### src/rtl/dp_pkg.sv
// Shared constants, FSM state type and operand-slicing helper for the dot product engine.
package dp_pkg;

    localparam int unsigned DW      = 8;
    localparam int unsigned NUM_VEC = 4;
    localparam int unsigned VEC_LEN = 4;
    localparam int unsigned ACC_W   = 18;
    localparam int unsigned SHIFT   = 4;

    localparam int unsigned DATA_W = NUM_VEC * VEC_LEN * DW;
    localparam int unsigned WGT_W  = VEC_LEN * DW;
    localparam int unsigned CNT_W  = $clog2(NUM_VEC * VEC_LEN);
    localparam int unsigned K_W    = $clog2(VEC_LEN);
    localparam int unsigned SEL_W  = $clog2(NUM_VEC);

    typedef enum logic [1:0] {
        StIdle,
        StLoad,
        StRun,
        StPost
    } state_e;

    // Flat index v*VEC_LEN+k maps straight onto the packed data word; weights reuse it with v=0.
    function automatic logic [DW-1:0] elem(input logic [DATA_W-1:0] bus,
                                           input logic [CNT_W-1:0]  idx);
        return bus[idx*DW +: DW];
    endfunction

endpackage

### src/rtl/requant_relu.sv
// ReLU, arithmetic right shift and unsigned saturation of one accumulator lane.
module requant_relu #(
    parameter int unsigned ACC_W = 18,
    parameter int unsigned SHIFT = 4,
    parameter int unsigned OUT_W = 8
) (
    input  logic signed [ACC_W-1:0] acc_i,
    output logic        [OUT_W-1:0] res_o
);

    logic signed [ACC_W-1:0] shifted;

    assign shifted = acc_i >>> SHIFT;

    always_comb begin
        res_o = '0;
        if (acc_i[ACC_W-1] || (acc_i == '0)) begin
            res_o = '0;
        end else if (|shifted[ACC_W-1:OUT_W]) begin
            res_o = '1;
        end else begin
            res_o = shifted[OUT_W-1:0];
        end
    end

endmodule

### src/rtl/dot_product_engine.sv
// Four int8 dot products of length four via one shared MAC, requantised to uint8 lanes.
module dot_product_engine #(
    parameter int unsigned NUM_VEC = dp_pkg::NUM_VEC,
    parameter int unsigned VEC_LEN = dp_pkg::VEC_LEN,
    parameter int unsigned DW      = dp_pkg::DW,
    parameter int unsigned ACC_W   = dp_pkg::ACC_W,
    parameter int unsigned SHIFT   = dp_pkg::SHIFT
) (
    input  logic                       clk,
    input  logic                       rst,
    input  logic                       start,
    input  logic [VEC_LEN*DW-1:0]      weights,
    input  logic [NUM_VEC*VEC_LEN*DW-1:0] data,
    output logic                       busy,
    output logic                       done,
    output logic                       result_valid,
    output logic [NUM_VEC*8-1:0]       result,
    input  logic [$clog2(NUM_VEC)-1:0] sel,
    output logic [7:0]                 res_byte
);

    import dp_pkg::*;

    state_e state_q, state_d;

    logic [WGT_W-1:0]        weights_q, weights_d;
    logic [DATA_W-1:0]       data_q, data_d;
    logic [CNT_W-1:0]        cnt_q, cnt_d;
    logic signed [ACC_W-1:0] acc_q [NUM_VEC];
    logic signed [ACC_W-1:0] acc_d [NUM_VEC];
    logic [NUM_VEC*8-1:0]    result_q, result_d;
    logic                    result_valid_q, result_valid_d;
    logic                    done_q, done_d;

    logic [NUM_VEC*8-1:0]    lane_res;
    logic signed [DW-1:0]    x_op, w_op;
    logic signed [2*DW-1:0]  prod;
    logic signed [ACC_W-1:0] prod_ext;
    logic [CNT_W-K_W-1:0]    lane;
    logic                    last;

    assign lane = cnt_q[CNT_W-1:K_W];
    assign last = (cnt_q == '1);

    // Single shared multiplier; k picks the weight, the full counter picks the data element.
    assign x_op     = elem(data_q, cnt_q);
    assign w_op     = elem({{(DATA_W-WGT_W){1'b0}}, weights_q},
                           {{(CNT_W-K_W){1'b0}}, cnt_q[K_W-1:0]});
    assign prod     = x_op * w_op;
    assign prod_ext = {{(ACC_W-2*DW){prod[2*DW-1]}}, prod};

    for (genvar g = 0; g < NUM_VEC; g++) begin : g_lane
        requant_relu #(
            .ACC_W(ACC_W),
            .SHIFT(SHIFT),
            .OUT_W(8)
        ) u_requant_relu (
            .acc_i(acc_q[g]),
            .res_o(lane_res[8*g +: 8])
        );
    end

    always_ff @(posedge clk) begin
        if (rst) begin
            state_q <= StIdle;
        end else begin
            state_q <= state_d;
        end
    end

    always_comb begin
        state_d = state_q;
        case (state_q)
            StIdle:  if (start) state_d = StLoad;
            StLoad:  state_d = StRun;
            StRun:   if (last) state_d = StPost;
            StPost:  state_d = StIdle;
            default: state_d = StIdle;
        endcase
    end

    always_comb begin
        busy = (state_q != StIdle);
    end

    always_comb begin
        weights_d      = weights_q;
        data_d         = data_q;
        cnt_d          = cnt_q;
        acc_d          = acc_q;
        result_d       = result_q;
        result_valid_d = result_valid_q;
        done_d         = 1'b0;
        case (state_q)
            StLoad: begin
                weights_d      = weights;
                data_d         = data;
                cnt_d          = '0;
                result_valid_d = 1'b0;
                for (int i = 0; i < NUM_VEC; i++) acc_d[i] = '0;
            end
            StRun: begin
                acc_d[lane] = acc_q[lane] + prod_ext;
                cnt_d       = cnt_q + 1'b1;
            end
            StPost: begin
                result_d       = lane_res;
                result_valid_d = 1'b1;
                done_d         = 1'b1;
            end
            default: ;
        endcase
    end

    always_ff @(posedge clk) begin
        if (rst) begin
            weights_q      <= '0;
            data_q         <= '0;
            cnt_q          <= '0;
            result_q       <= '0;
            result_valid_q <= 1'b0;
            done_q         <= 1'b0;
            for (int i = 0; i < NUM_VEC; i++) acc_q[i] <= '0;
        end else begin
            weights_q      <= weights_d;
            data_q         <= data_d;
            cnt_q          <= cnt_d;
            result_q       <= result_d;
            result_valid_q <= result_valid_d;
            done_q         <= done_d;
            for (int i = 0; i < NUM_VEC; i++) acc_q[i] <= acc_d[i];
        end
    end

    assign done         = done_q;
    assign result_valid = result_valid_q;
    assign result       = result_q;
    assign res_byte     = result_q[{sel, 3'b000} +: 8];

endmodule

### config.mk
export PLATFORM = sky130hd
export DESIGN_NAME = dot_product_engine
export DESIGN_NICKNAME = d
export VERILOG_FILES = /design/src/rtl/dp_pkg.sv /design/src/rtl/requant_relu.sv /design/src/rtl/dot_product_engine.sv
export SDC_FILE = /design/constraint.sdc
export NUM_CORES = 1
export LEC_CHECK = 0
export BUFFER_PORTS_ARGS = -buffer_cell sky130_fd_sc_hd__buf_2
export CORE_AREA = 2 2 163 165
export CTS_CLUSTER_DIAMETER = 120
export DETAILED_ROUTE_END_ITERATION = 10
export DIE_AREA = 0 0 165 167
export HOLD_SLACK_MARGIN = 0.06
export PLACE_DENSITY_LB_ADDON = 0.25
export SETUP_SLACK_MARGIN = 0.4
export SKIP_LAST_GASP = 1
export SLEW_MARGIN = 20
export SYNTH_ARGS = -nofsm -noshare
export SYNTH_HDL_FRONTEND = slang
export SYNTH_SLANG_ARGS = --single-unit
### constraint.sdc
create_clock -name clk -period 14.91 [get_ports clk]
set_input_delay 0 -clock clk [delete_from_list [all_inputs] [get_ports clk]]
set_output_delay 0 -clock clk [all_outputs]
set_load 0.02 [all_outputs]
# Word level (Yosys, flattened, before mapping)
# Cells that the tools add are included.
# totals
reg_bits,272
wordCells,65
# op_classes
reduce_logical,18
order_cmp,2
muxes,21
add_sub_neg,2
n_eq_ne,6
n_mul,1
n_shift,3
n_bitwise,1
# op_table
op,n
case mux 72 bit (2 select lines),1
indexed part select 128 x 6 -> 8 bit,1
indexed part select 128 x 8 -> 8 bit,1
bitwise mux 72 bit,1
zero test 18 bit,4
two-way mux 8 bit,8
two-way mux 18 bit,3
binary-select mux 18 bit (select 2 bit),1
demux 18 bit (select 2 bit),1
indexed part select 32 x 6 -> 8 bit,1
OR reduction 6 bit,4
adder 18 x 16 -> 18 bit,1
multiplier 8 x 8 -> 16 bit,1
case mux 2 bit (4 select lines),1
case mux 4 bit (2 select lines),1
nonzero test 2 bit,3
adder 4 x 1 -> 4 bit (second input constant),1
equality test 2 bit (second input constant),2
equality test 4 bit (second input constant),1
logical OR 1 bit,4
two-way mux 2 bit,2
inequality test 2 bit (second input constant),2
>= comparator 3 bit (second input constant),1
less-than comparator 3 x 1 -> 1 bit (second input constant),1
7 further kinds,7

# Logic depth before layout (Yosys ltp)
# logic_depth
ltp_word,7
depth_mapped,22

# Hierarchy
# A second synthesis with hierarchy kept.
# unflattened
hier_cells,1520
area_unflattened_um2,15192.1
# by_module_without_submodules
mod,n_inst,cells_each,area_per_inst_um2
dot_product_engine,1,1440,14776.7
requant_relu,4,20,103.8

# Worst setup path before layout
# OpenSTA, ideal clock, no wires.
# synth_timing
path_type,reg2reg
startpoint,reg cnt_q[1]
endpoint,reg acc_q[13] (netlist bit)
setup_slack_ns,8.817
stages_incl_launch_ff,21
arrival_ns,5.959
n_path_buf,2
synth_period_minus_slack_ns,6.093
setup_ns,0.134
cell_sequence,dfxtp_1 > clkbuf_1 > clkbuf_1 > mux4_2 > mux4_2 > and2_1 > fa_1 > inv_1 > fa_1 > inv_1 > fa_1 > fa_1 > inv_1 > fa_1 > inv_1 > ha_1 > a31o_2 > o211ai_2 > a211oi_1 > a211oi_1 > o31ai_1
# synth_between
elab_chain_cells,5
word_cells_on_any_way,6
classes_between,1 x add/sub; 1 x mul; 2 x shift; 2 x mux
# synth_lines
item,line,rtl
from (decl),dot_product_engine.sv:28,"logic [CNT_W-1:0] cnt_q, cnt_d;"
from (signal assigned),dot_product_engine.sv:127,cnt_q <= cnt_d;
indexed part select 128 x 8 -> 8 bit or indexed part select 128 x 6 -> 8 bit (tied branches),dp_pkg.sv:26,return bus[idx*DW +: DW];
multiplier 8 x 8 -> 16 bit (*),dot_product_engine.sv:49,assign prod = x_op * w_op;
adder 18 x 16 -> 18 bit (*),dot_product_engine.sv:103,acc_d[lane] = acc_q[lane] + prod_ext;
bitwise mux 72 bit (*),dot_product_engine.sv:103,
case mux 72 bit (2 select lines) (*),dot_product_engine.sv:94,case (state_q)
to (decl),dot_product_engine.sv:29,logic signed [ACC_W-1:0] acc_q [NUM_VEC];
# Every way passes the cells marked *; elsewhere a longest branch is shown, timed or not.
# A chain may end at the register's enable or synchronous reset.

# Worst setup path after layout
# layout_timing
startpoint,reg cnt_q[0]
endpoint,reg acc_q[31] (netlist bit)
# Same word-level chain as after synthesis.

==> metrics.md <==
| Metric | Value |
|---|---|
| Global-route wire length before repair | 77,500 µm |
| # nets final | roughly 2,200 |
| Worst-path clk slew | about 0.070 ns |
| Crit-path slowest cell | buf_4 |
| Fin. Hold Viols | 0 |
| I/O pin count | around 210 |
| Syn_nets | 1,808 |
| Synth unique cells | between 50 and 60 |
| DRC | 0 |
| Die width | about 170 µm |
| Slowest Stage Delay on Critical Path | 0.60 ns |
| CTS Sinks | 272 |
| DR vias | roughly 14,000 |
| DR WL/cell | 22.1 µm |
| Most frequent cells in the layout | 269 x dfxtp_1, 221 x nor2_1, 206 x buf_2 |
| Tot GR Track Use | 0.361 |
| Crit. End Element | flip-flop |
| Cell chosen for the clock root | clkbuf_16 |
| Setup crit start kind | flip-flop |
| CORE AREA | between 20,000 and 30,000 µm² |
| CP max FO | 32 |
| Slew @ Worst Pin | 1.16 ns |
| CTS tree | yes |
| Setup TNS | 0 ns |
| Met2 usage | 0.603 |
| Sequential area share after synthesis | 0.357 |
| Setup Buffers After CTS | 0 |
| Rows | roughly 60 |
| # Max-Cap Violations | 0 |
| Overall Power | 2.77 mW |
| Max VDD drop | between 0.00015 and 0.0002 V |
| Syn Std Cell Area | 15,200 µm² |
| Total Wirelength | just under 50,000 µm |
| Gate Count Post-Synth | 1,515 |
| Leak | ~8.3 nW |
| Largest cells by area after synthesis | dfxtp_1 36%, mux2i_1 11%, fa_1 11% |
| Largest net degree at the start of global routing | roughly 110 |
| RSZ-0062 raised after global routing | false |
| TritonCTS buffer count | 29 |
| Max Slew Vio Count | 0 |
| Placed cell areas | approximately 16,000 µm² |
| Chip height | 167 µm |
| Layout cells sized above 1 | 0.181 |
| Initial Util | 0.591 |
| CP Class | flip-flop to flip-flop |
| Initial antenna violation count | 1 |
| Congestion Overflow GR | 0 |
| Yosys warns | 0 |
| Pwr dens | 143 nW/µm² |
| Synth Flop Type | dfxtp_1 |
| EDFF count, synth | 0 |
| CTS H-tree depth | 1 |
| Hpwl dp | approximately 28,000 µm |
| Tcrit/Tclk final | 0.491 |
| Layout fillers | between 1,500 and 2,000 |
| Critical path cell sequence | buf_4 -> mux4_2 -> mux4_2 -> and2_1 -> inv_1 -> fa_1 -> inv_1 -> fa_1 -> fa_1 -> fa_1 -> ha_1 -> ha_1 -> a21o_1 -> a31o_2 -> o211ai_2 -> a211oi_1 -> a211oi_1 -> o31ai_1 |
| Mean area per synthesized cell | 10.1 µm² |
| Critical path required time | 15.33 ns |
| Full die area | approximately 28,000 µm² |
| Most used cell, CP | fa_1 |
| P&R area growth vs syn | 27.1% |
| Routed Antenna Nets | 0 |
| Worst EP arrival | between 7 and 8 ns |
| Gr busiest metal | met2 |
| Synth area leader | dfxtp_1 |
| Drt initial violations | between 1,000 and 1,500 |
| Final min period | ~7.3 ns |
| Clock buffer depth | 3 |
| Drt pass-1 iters | 8 |
| Clock Latency Late Sink | slightly below 0.6 ns |
| Fin area | between 15,000 and 20,000 µm² |
| # port buffers | 207 |
| Synth Register Bits | about 270 |
| Fmax | between 100 and 150 MHz |
| Outcome | complete, no violations |
| Final Skew | roughly 0.028 ns |
| Final Setup Violations | 0 |
| Asr flop ratio synth | 0 |
| Worst Hold Class | input pin to flip-flop |
| Met1 Use GR | 0.425 |
| Synth top area share | 0.357 |
| RD Place Congestion | about 0.87 |
| DR vias/cell | between 6 and 7 |
| GRT met3 Usage | 0.0690 |
| Slew HR | 0.226 |
| Commonest non-fill, non-tap cell in the layout | dfxtp_1 |
| Vias in the first global route | 14,108 |
-- per-stage QoR --
stage	util	setup WS [ns]	instances	hold WS, ns
detailed placement	0.636	7.64	1972	0.241
finish	0.751	7.58	2230	0.196
global route	0.751	7.04	2230	0.228
CTS	0.751	7.63	2229	0.187
floorplan	-	8.82	1515	0.147
global placement	0.636	7.85	1972	0.232
-- critical path, delay by kind of cell (launching register included) --
kind            cells  cell delay (ns)
buf+inv             3             1.10
compound gates      6             1.51
fa+ha+maj           6             2.59
flops               1             0.55
simple gates        1             0.22
mux                 2             1.17
-- Yosys cell counts (8+ instances only) --
master and count:
a21oi_1 88, and2_1 38, buf_1 18, buf_2 13, clkbuf_1 63, dfxtp_1 272
fa_1 80, ha_1 48, inv_1 114, mux2i_1 169, mux4_2 68, nand2_1 70
nand2b_1 27, nand3_1 65, nand4b_1 16, nor2_1 221, nor3_1 11, nor4_1 10
o211ai_1 12, o21ai_0 20, o41ai_1 8, xnor2_1 10
-- path summary, 6_finish.rpt --
path	start	end	slack, ns	cells after the start
worst min-delay path	weights[2]	weights_q[2]	0.20	4
worst max register to register	cnt_q[0]	acc_q[31]	7.58	18
worst max-delay path	cnt_q[0]	acc_q[31]	7.58	18
worst min register to register	acc_q[2]	acc_q[2]	0.47	2
-- cells by family after synthesis --
logic type | count (synthesis) | share of synthesized area
multiplexers | 243 | 0.221
AND/OR/NAND/NOR | 475 | 0.144
flip-flops | 272 | 0.357
AO/OA/AOI/OAI | 172 | 0.0696
XOR/XNOR | 13 | 0.00747
adder cells (fa/ha/maj) | 128 | 0.145
buffers and inverters | 212 | 0.0559
-- registers in the layout (all words and copies together), names as in the netlist --
name,count
acc_q,72
cnt_q,4
data_q,128
done,1
result,32
result_valid,1
state_q,2
weights_q,32
-- what timing repair did --
| item | CTS | global route |
|---|---|---|
| gates resized for setup | 0 | 0 |
| endpoints found under the hold margin | 164 | 0 |
| hold buffers | 204 | 0 |
-- routing by layer --
metal | up-vias | wire length (µm)
li1 | 5945 | -
met1 | 6554 | 17900
met2 | 778 | 24200
met3 | 235 | 3720
met4 | 0 | 3590
met5 | - | 0
-- layout make-up --
cell class / count / area [µm²] / share of cell area
diodes: 1 / 2.50 / 0.000129
inverters: 114 / 428 / 0.0221
multi-input cells: 1031 / 8960 / 0.463
repair buffers: 424 / 3180 / 0.165
well taps: 335 / 419 / 0.0217
clock inverters: 10 / 70.1 / 0.00362
clock buffers: 43 / 838 / 0.0433
flip-flops and latches: 272 / 5450 / 0.282
-- power by group --
| group | switching [mW] | leakage (nW) | internal, mW |
|---|---|---|---|
| Clock | 0.313 | 0.447 | 0.390 |
| Sequential | 0.0908 | 2.21 | 0.844 |
| Combinational | 0.658 | 5.64 | 0.480 |
No activity file was read; power rests on OpenSTA's default activity.
